`config.mk`:
```
export PLATFORM = sky130hd
export DESIGN_NAME = mult_unit
export DESIGN_NICKNAME = d
export VERILOG_FILES = /design/src/rtl/mult_unit.sv
export SDC_FILE = /design/constraint.sdc
export NUM_CORES = 1
export LEC_CHECK = 0
export CAP_MARGIN = 40
export CORE_ASPECT_RATIO = 0.8
export CORE_MARGIN = 2
export CORE_UTILIZATION = 60
export DETAILED_ROUTE_END_ITERATION = 16
export PLACE_DENSITY = 0.86
export RECOVER_POWER = 100
export SYNTH_ARGS = -nofsm -noshare
export SYNTH_HDL_FRONTEND = slang
export SYNTH_SLANG_ARGS = --single-unit
```
`constraint.sdc`:
```
create_clock -name clk -period 5.7 [get_ports clk]
set_clock_uncertainty 0.1 [all_clocks]
set_input_delay 1.14 -clock clk [delete_from_list [all_inputs] [get_ports clk]]
set_output_delay 1.14 -clock clk [all_outputs]
set_load 0.02 [all_outputs]
```
`src/rtl/mult_unit.sv`:
```
// rtl/mult_unit.sv - iterative radix-2 32x32 multiplier owning the HI/LO pair
module mult_unit (
    input  logic        clk,
    input  logic        rst_n,
    input  logic        Start_mult,
    input  logic        Mult_sign,
    input  logic [31:0] A,
    input  logic [31:0] B,
    input  logic        Hilo_read,
    output logic [31:0] HI,
    output logic [31:0] LO,
    output logic        busy,
    output logic        done,
    output logic        Mult_stall
);

    typedef enum logic [1:0] {IDLE, CALC, FIX} state_t;

    state_t      state_q, state_d;
    logic [4:0]  cnt_q, cnt_d;
    logic [31:0] mcand_q, mcand_d;
    logic [31:0] mplier_q, mplier_d;
    logic [63:0] acc_q, acc_d;
    logic        neg_q, neg_d;
    logic [31:0] hi_q, hi_d;
    logic [31:0] lo_q, lo_d;
    logic        busy_q, busy_d;
    logic        done_q, done_d;

    always_comb begin
        state_d  = state_q;
        cnt_d    = cnt_q;
        mcand_d  = mcand_q;
        mplier_d = mplier_q;
        acc_d    = acc_q;
        neg_d    = neg_q;
        hi_d     = hi_q;
        lo_d     = lo_q;
        busy_d   = busy_q;
        done_d   = 1'b0;
        case (state_q)
            IDLE: begin
                if (Start_mult) begin
                    // Signed operands are reduced to magnitudes; -2^31 stays 0x80000000 as unsigned.
                    mcand_d  = (Mult_sign && A[31]) ? (32'd0 - A) : A;
                    mplier_d = (Mult_sign && B[31]) ? (32'd0 - B) : B;
                    neg_d    = Mult_sign & (A[31] ^ B[31]);
                    acc_d    = 64'd0;
                    cnt_d    = 5'd0;
                    busy_d   = 1'b1;
                    state_d  = CALC;
                end
            end
            CALC: begin
                if (mplier_q[0]) begin
                    acc_d = acc_q + ({32'd0, mcand_q} << cnt_q);
                end
                mplier_d = mplier_q >> 1;
                cnt_d    = cnt_q + 5'd1;
                if (cnt_q == 5'd31) begin
                    state_d = FIX;
                end
            end
            FIX: begin
                {hi_d, lo_d} = neg_q ? (64'd0 - acc_q) : acc_q;
                busy_d       = 1'b0;
                done_d       = 1'b1;
                state_d      = IDLE;
            end
            default: state_d = IDLE;
        endcase
    end

    always_ff @(posedge clk or negedge rst_n) begin
        if (!rst_n) begin
            state_q  <= IDLE;
            cnt_q    <= 5'd0;
            mcand_q  <= 32'd0;
            mplier_q <= 32'd0;
            acc_q    <= 64'd0;
            neg_q    <= 1'b0;
            hi_q     <= 32'd0;
            lo_q     <= 32'd0;
            busy_q   <= 1'b0;
            done_q   <= 1'b0;
        end else begin
            state_q  <= state_d;
            cnt_q    <= cnt_d;
            mcand_q  <= mcand_d;
            mplier_q <= mplier_d;
            acc_q    <= acc_d;
            neg_q    <= neg_d;
            hi_q     <= hi_d;
            lo_q     <= lo_d;
            busy_q   <= busy_d;
            done_q   <= done_d;
        end
    end

    assign HI         = hi_q;
    assign LO         = lo_q;
    assign busy       = busy_q;
    assign done       = done_q;
    assign Mult_stall = busy_q & Hilo_read;

endmodule

```
Yosys cells after proc, flatten, opt, wreduce, memory -nomap -nowiden
Index checks and enable logic that the tools add are counted.
{"block": "classes", "addsub": 5, "n_eq_ne": 6, "shifts": 1, "muxes": 16, "bitwise": 3, "n_reduce_logical": 10}
{"cell": "two-way mux 64 bit", "n": 3}
{"cell": "one-hot mux 64 bit (2 select lines)", "n": 1}
{"cell": "two-way mux 32 bit", "n": 3}
{"cell": "adder 64 bit", "n": 1}
{"cell": "one-hot mux 32 bit (2 select lines)", "n": 1}
{"cell": "left shift 32 x 5 -> 64 bit", "n": 1}
{"cell": "subtractor 1 x 32 -> 32 bit, first input constant", "n": 2}
{"cell": "subtractor 1 x 64 -> 64 bit, first input constant", "n": 1}
{"cell": "one-hot mux 5 bit (2 select lines)", "n": 1}
{"cell": "AND reduction 2 bit", "n": 4}
{"cell": "inequality test 2 bit, second input constant", "n": 3}
{"cell": "adder 5 x 1 -> 5 bit, second input constant", "n": 1}
{"cell": "equality test 5 bit, second input constant", "n": 1}
{"cell": "two-way mux 5 bit", "n": 1}
{"cell": "two-way mux 2 bit", "n": 2}
{"cell": "one-hot mux 2 bit (2 select lines)", "n": 1}
{"cell": "nonzero test 2 bit", "n": 2}
{"cell": "AND reduction 3 bit", "n": 1}
{"cell": "bitwise AND 1 bit", "n": 2}
{"cell": "equality test 2 x 1 -> 1 bit, second input constant", "n": 1}
{"cell": "equality test 2 bit, second input constant", "n": 1}
{"cell": "logical AND 1 bit", "n": 2}
{"cell": "logical NOT 2 bit", "n": 1}
{"cell": "two-way mux 1 bit", "n": 2}
{"cell": "2 further kinds", "n": 2}
{"block": "totals", "register_bits": 202, "in_bits": 69, "output_inout_bits": 67, "elab_cells": 51}

Longest topological paths before layout
{"block": "logic_depth", "ltp_word": 4, "mapped_depth": 24, "depth_no_buf": 20}

Least setup slack after synthesis
Ideal clock, no wire load.
{"block": "synth_path", "path_type": "register to register", "startpoint": "reg cnt_q[0]", "endpoint": "reg acc_q[54]", "setup_time_ns": 0.133, "arrival_time_ns": 4.818, "required_time_ns": 5.467, "slack_ns": 0.649, "path_stages_with_launch": 21, "path_buffers": 3, "period_less_slack_ns": 5.051, "cell_sequence": "dfrtp_1 > clkbuf_1 > buf_1 > clkbuf_1 > mux2i_1 > a21oi_1 > mux2i_1 > nor2_1 > nor2_1 > nor2_1 > ha_1 > a21o_1 > a211o_1 > o32ai_1 > o21ai_0 > a221o_1 > and2_1 > a311oi_1 > o21ai_0 > xnor2_1 > o21ai_0"}
{"block": "synth_between", "elab_chain_len": 4}
{"item": "start, declared", "line": "20", "text": "logic [4:0] cnt_q, cnt_d;"}
{"item": "start signal, assigned", "line": "88", "text": "cnt_q <= cnt_d;"}
{"item": "left shift 32 x 5 -> 64 bit", "line": "56", "text": "acc_d = acc_q + ({32'd0, mcand_q} << cnt_q);"}
{"item": "adder 64 bit", "line": "56"}
{"item": "two-way mux 64 bit", "line": "55", "text": "if (mplier_q[0]) begin"}
{"item": "one-hot mux 64 bit (2 select lines)", "line": "41", "text": "case (state_q)"}
{"item": "end signal, assigned", "line": "80", "text": "acc_q <= 64'd0;"}
{"item": "end signal, assigned", "line": "91", "text": "acc_q <= acc_d;"}
{"item": "end, declared", "line": "23", "text": "logic [63:0] acc_q, acc_d;"}
Every way passes these cells. The select of a mux whose other input is x is not followed.
A chain may end at the register's enable or synchronous reset.

Worst setup path after layout
{"block": "layout_path", "startpoint": "reg cnt_q[0]", "endpoint": "reg acc_q[62]"}
Same word-level chain as after synthesis.

==> summary by stage <==
Status
The run finished, with violations left. The final reports fail on capacitance limit, slew limit.

Clock network
Post-CTS timing repair inserted 0 buffers for setup. TritonCTS built the clock tree. Counting every sink on the clock net gives 202. The clock transition at the registers of the reported paths is 60 ps.

Clock latency on the worst-skew pair, taken at its later pin, is 500 ps. The clock tree buffer depth is 3. For this design, the CTS-stage hold fixing added 0 buffers. In this run the clock root is driven by a sky130_fd_sc_hd__clkbuf_16. The number of gates resized after CTS is 0. In this run the number of H-tree levels came out at 1. TritonCTS created 21 clock buffers.

Global routing
The initial antenna violation count is 0. The global-route wire length before repair is 70000 um. In the global route stage, overall resource usage came out at 32.1%. The via count of the first global-routing pass is 13200. The final global-route overflow total is 0. The pin count of the biggest net entering global routing is 107.

Floorplanning
The initial utilization of the core area, before any placement, comes to 60.9%. The core region is 25200 um^2. The height of the chip is 147 um. The floorplan die width is 183 um. The I/O pin count is 136. The die area is 26900 um^2. The number of cell rows is 52.

Worst setup path
For this design, the slowest cell found on the critical path is sky130_fd_sc_hd__dfrtp_2. The dominant cell type by count on the critical path is sky130_fd_sc_hd__o21ai_0. The count of buffering cells on the critical path with inverters included is 2. The cell family contributing the most delay on the critical path is compound AO/OA/AOI/OAI gates. STA classifies the critical path endpoint as a flip-flop. The worst setup path category is flip-flop to flip-flop. Across all register-to-register paths, the minimum setup slack is 390 ps. The category of the worst setup path launch point is a flip-flop. The path depth of the worst reg2reg path is 19. The data required time at the worst endpoint is 6020 ps.

The worst register-to-register path ends at acc_q[62]. Walking the worst path, the cells encountered are buf_12 -> mux4_2 -> mux2i_1 -> nand2_1 -> o21ai_0 -> nor2_1 -> ha_1 -> a21oi_1 -> o21ai_0 -> a311oi_1 -> o221a_2 -> o21ai_0 -> a221o_1 -> and2_0 -> a311oi_1 -> buf_4 -> a31oi_1 -> xnor2_1 -> o21ai_0. Of all nets on the critical path, the largest fanout is 17. In this design, the stage delay of the slowest critical-path cell is 580 ps. Data on the critical path arrives at its endpoint at 5630 ps.

The startpoint identified for the worst register-to-register timing path is cnt_q[0].

Timing
Setup repair after global routing left no endpoint under its margin. The minimum clock period after layout is 5310 ps. The achievable frequency is 0.188 GHz. The max-slew violation total from the final report is 318. The slew at the pin closest to its max-slew limit is 2980 ps. The worst path uses 93.2% of the clock period. Headroom to the max-slew limit came out at -98.7%. The setup-violating endpoint count in the final report is 0.

The count of final hold-check violations is 0. Setup total negative slack on the finished layout was measured at 0 ps.

Worst hold path
The sink of the worst hold path is HI[9]. The depth of the worst hold-timing path is 2. The kind of path behind the tightest hold check is flip-flop to flip-flop. In this run the most critical hold path is launched from HI[9].

Cells and area
0 antenna diodes ended up in the layout. The number of nets in the finished design is 2077. Cells with a size suffix above 1 make up 5.84% of the layout.

Fill cells in the final layout number 2009. From synthesis to final layout, the design area changed by 14.3%. Cells fill 69.7% of the core in the end.

Synth
The netlist area before placement is 15400 um^2. Averaged over all synthesized cells, the footprint is 8.29 um^2. Ranked by total cell area, the synthesized netlist is headed by sky130_fd_sc_hd__dfrtp_1 33%, sky130_fd_sc_hd__o21ai_0 8.7%, sky130_fd_sc_hd__nand2_1 6.8%. The cell type with the largest total area after synthesis is sky130_fd_sc_hd__dfrtp_1. Ranked by instance count, the synthesized netlist is headed by 277 x sky130_fd_sc_hd__nand2_1, 267 x sky130_fd_sc_hd__o21ai_0, 202 x sky130_fd_sc_hd__dfrtp_1.

The prevailing post-synth register cell is sky130_fd_sc_hd__dfrtp_1. Synthesis produced 1855 cells. The number of warnings issued by yosys is 0.

By instance count, the leading cell after synthesis is sky130_fd_sc_hd__nand2_1. The share of synthesized flip-flops with an asynchronous set or reset is 100%. Synthesis produced a netlist with a net count of 1993. The number of register bits inferred by synthesis is 202.

Counting flops with a built-in enable in the synthesized netlist gives 0. The number of distinct library cells after synthesis is 69. The share of the yosys chip area belonging to registers is 32.9%. Of the post-synthesis cell area, the dominant cell type holds 32.9%.

Placement
The routability-driven placement congestion ratio is 1.03. The number of port buffers is 135. The wire-length estimate of the detail-placed layout is 33200 um.

Routing
The first detailed-routing pass ran for 5 iterations. After detailed routing, the average wire length per cell comes to 18.9 um. The number of design-rule violations left by the first detailed-router iteration is 1247. The via density per instance is 6.24. The detail route stage leaves a number of antenna-violating nets equal to 0. The aggregate routed wire length is 43000 um. The vias after detailed routing is 14200. For this run, design rule violations remaining after detail routing come to 0.

Pwr
The static power due to leakage is 7.42 nW. The power per unit of standard cell area is 656 nW/um^2. The worst-case vdd ir drop is 334 uV.

Flow run
The max-capacitance violation count is 5.
-- placed cells by master, fill, tap and decap left out, types with 18 or more instances in the layout --
master                            Yosys  layout
sky130_fd_sc_hd__a21o_1              25      25
sky130_fd_sc_hd__a21oi_1            109     109
sky130_fd_sc_hd__a22oi_1             30      30
sky130_fd_sc_hd__buf_4                0      24
sky130_fd_sc_hd__clkbuf_1           104      18
sky130_fd_sc_hd__clkbuf_16            0      21
sky130_fd_sc_hd__clkdlybuf4s50_1      0      66
sky130_fd_sc_hd__dfrtp_1            202     200
sky130_fd_sc_hd__dlygate4sd3_1        0      68
sky130_fd_sc_hd__ha_1                68      68
sky130_fd_sc_hd__inv_1               35      35
sky130_fd_sc_hd__mux2_2              23      23
sky130_fd_sc_hd__mux2i_1             42      42
sky130_fd_sc_hd__mux4_2              20      20
sky130_fd_sc_hd__nand2_1            277     277
sky130_fd_sc_hd__nand3_1             23      23
sky130_fd_sc_hd__nand4_1             28      28
sky130_fd_sc_hd__nor2_1             116     115
sky130_fd_sc_hd__nor3_1              27      27
sky130_fd_sc_hd__o21ai_0            267     269
sky130_fd_sc_hd__o31ai_1             34      35
sky130_fd_sc_hd__or3_1               25      25
sky130_fd_sc_hd__xnor2_1             67      67
sky130_fd_sc_hd__xor2_1             113     113
-- per-layer routing --
metal,vias up,global-route usage (%),part of all wire [%]
met5,-,0,0
met2,572,47.9,43
li1,6851,-,-
met1,6698,48.5,47
met3,69,5.06,7.3
met4,0,8.44,2.5
-- worst max path at each step --
stage,start,end,depth (start not counted)
after floorplan,cnt_q[0],acc_q[54],20
after global placement,cnt_q[0],acc_q[62],19
after detailed placement,cnt_q[0],acc_q[62],18
after CTS,cnt_q[0],acc_q[62],19
after global routing,cnt_q[0],acc_q[62],19
final,cnt_q[0],acc_q[62],19
-- state kept, by name (all words and copies together) (netlist names) --
name,count
HI,32
LO,32
acc_q,64
busy,1
cnt_q,5
done,1
mcand_q,32
mplier_q,32
neg_q,1
state_q,2
-- stage by stage --
step                cells  power (mW)  setup slack [ps]  hold WS, ps  instance area [um^2]
finish               2275        11.5               389          370                 17600
global route         2275        12.4              82.7          401                 17600
CTS                  2275        11.5               494          382                 17800
detailed placement   2240        10.2               564          369                 17100
global placement     2236        10.0               457          360                 17100
floorplan            1855        7.91               649          360                 15400
-- cell families after synthesis --
logic type	share of synthesized area, %
and+or+nand+nor	17.8
xor gates and xnor gates	10.2
DFF	32.9
adders and majority gates	5.66
muxes	7.34
AOI/OAI and AO/OA	22.4
buffers and inverters	3.74
-- worst reg2reg max path, stage by stage (launching register included) --
cell	delay, ps
sky130_fd_sc_hd__dfrtp_2	580
sky130_fd_sc_hd__buf_12	210
sky130_fd_sc_hd__mux4_2	520
sky130_fd_sc_hd__mux2i_1	410
sky130_fd_sc_hd__nand2_1	140
sky130_fd_sc_hd__o21ai_0	210
sky130_fd_sc_hd__nor2_1	100
sky130_fd_sc_hd__ha_1	230
sky130_fd_sc_hd__a21oi_1	230
sky130_fd_sc_hd__o21ai_0	150
sky130_fd_sc_hd__a311oi_1	420
sky130_fd_sc_hd__o221a_2	260
sky130_fd_sc_hd__o21ai_0	170
sky130_fd_sc_hd__a221o_1	380
sky130_fd_sc_hd__and2_0	210
sky130_fd_sc_hd__a311oi_1	300
sky130_fd_sc_hd__buf_4	200
sky130_fd_sc_hd__a31oi_1	120
sky130_fd_sc_hd__xnor2_1	150
sky130_fd_sc_hd__o21ai_0	150
-- cell type report --
type	count	area [um^2]	area share (%)
Sequential cell	202	5060	28.8
Clock buffer	33	601	3.42
Timing Repair Buffer	175	1680	9.57
Tap cell	324	405	2.31
Inverter	37	139	0.790
Multi-Input combinational cell	1502	9690	55.1
Clock inverter	2	12.5	0.0712
-- report_power, final --
group	total, mW	internal, mW	switching, mW	leakage [nW]
logic	7.68	3.04	4.64	4.70
clock network	1.28	0.718	0.558	0.295
registers	2.58	1.93	0.654	2.42
Note: power is estimated with default switching activity, not from simulation.
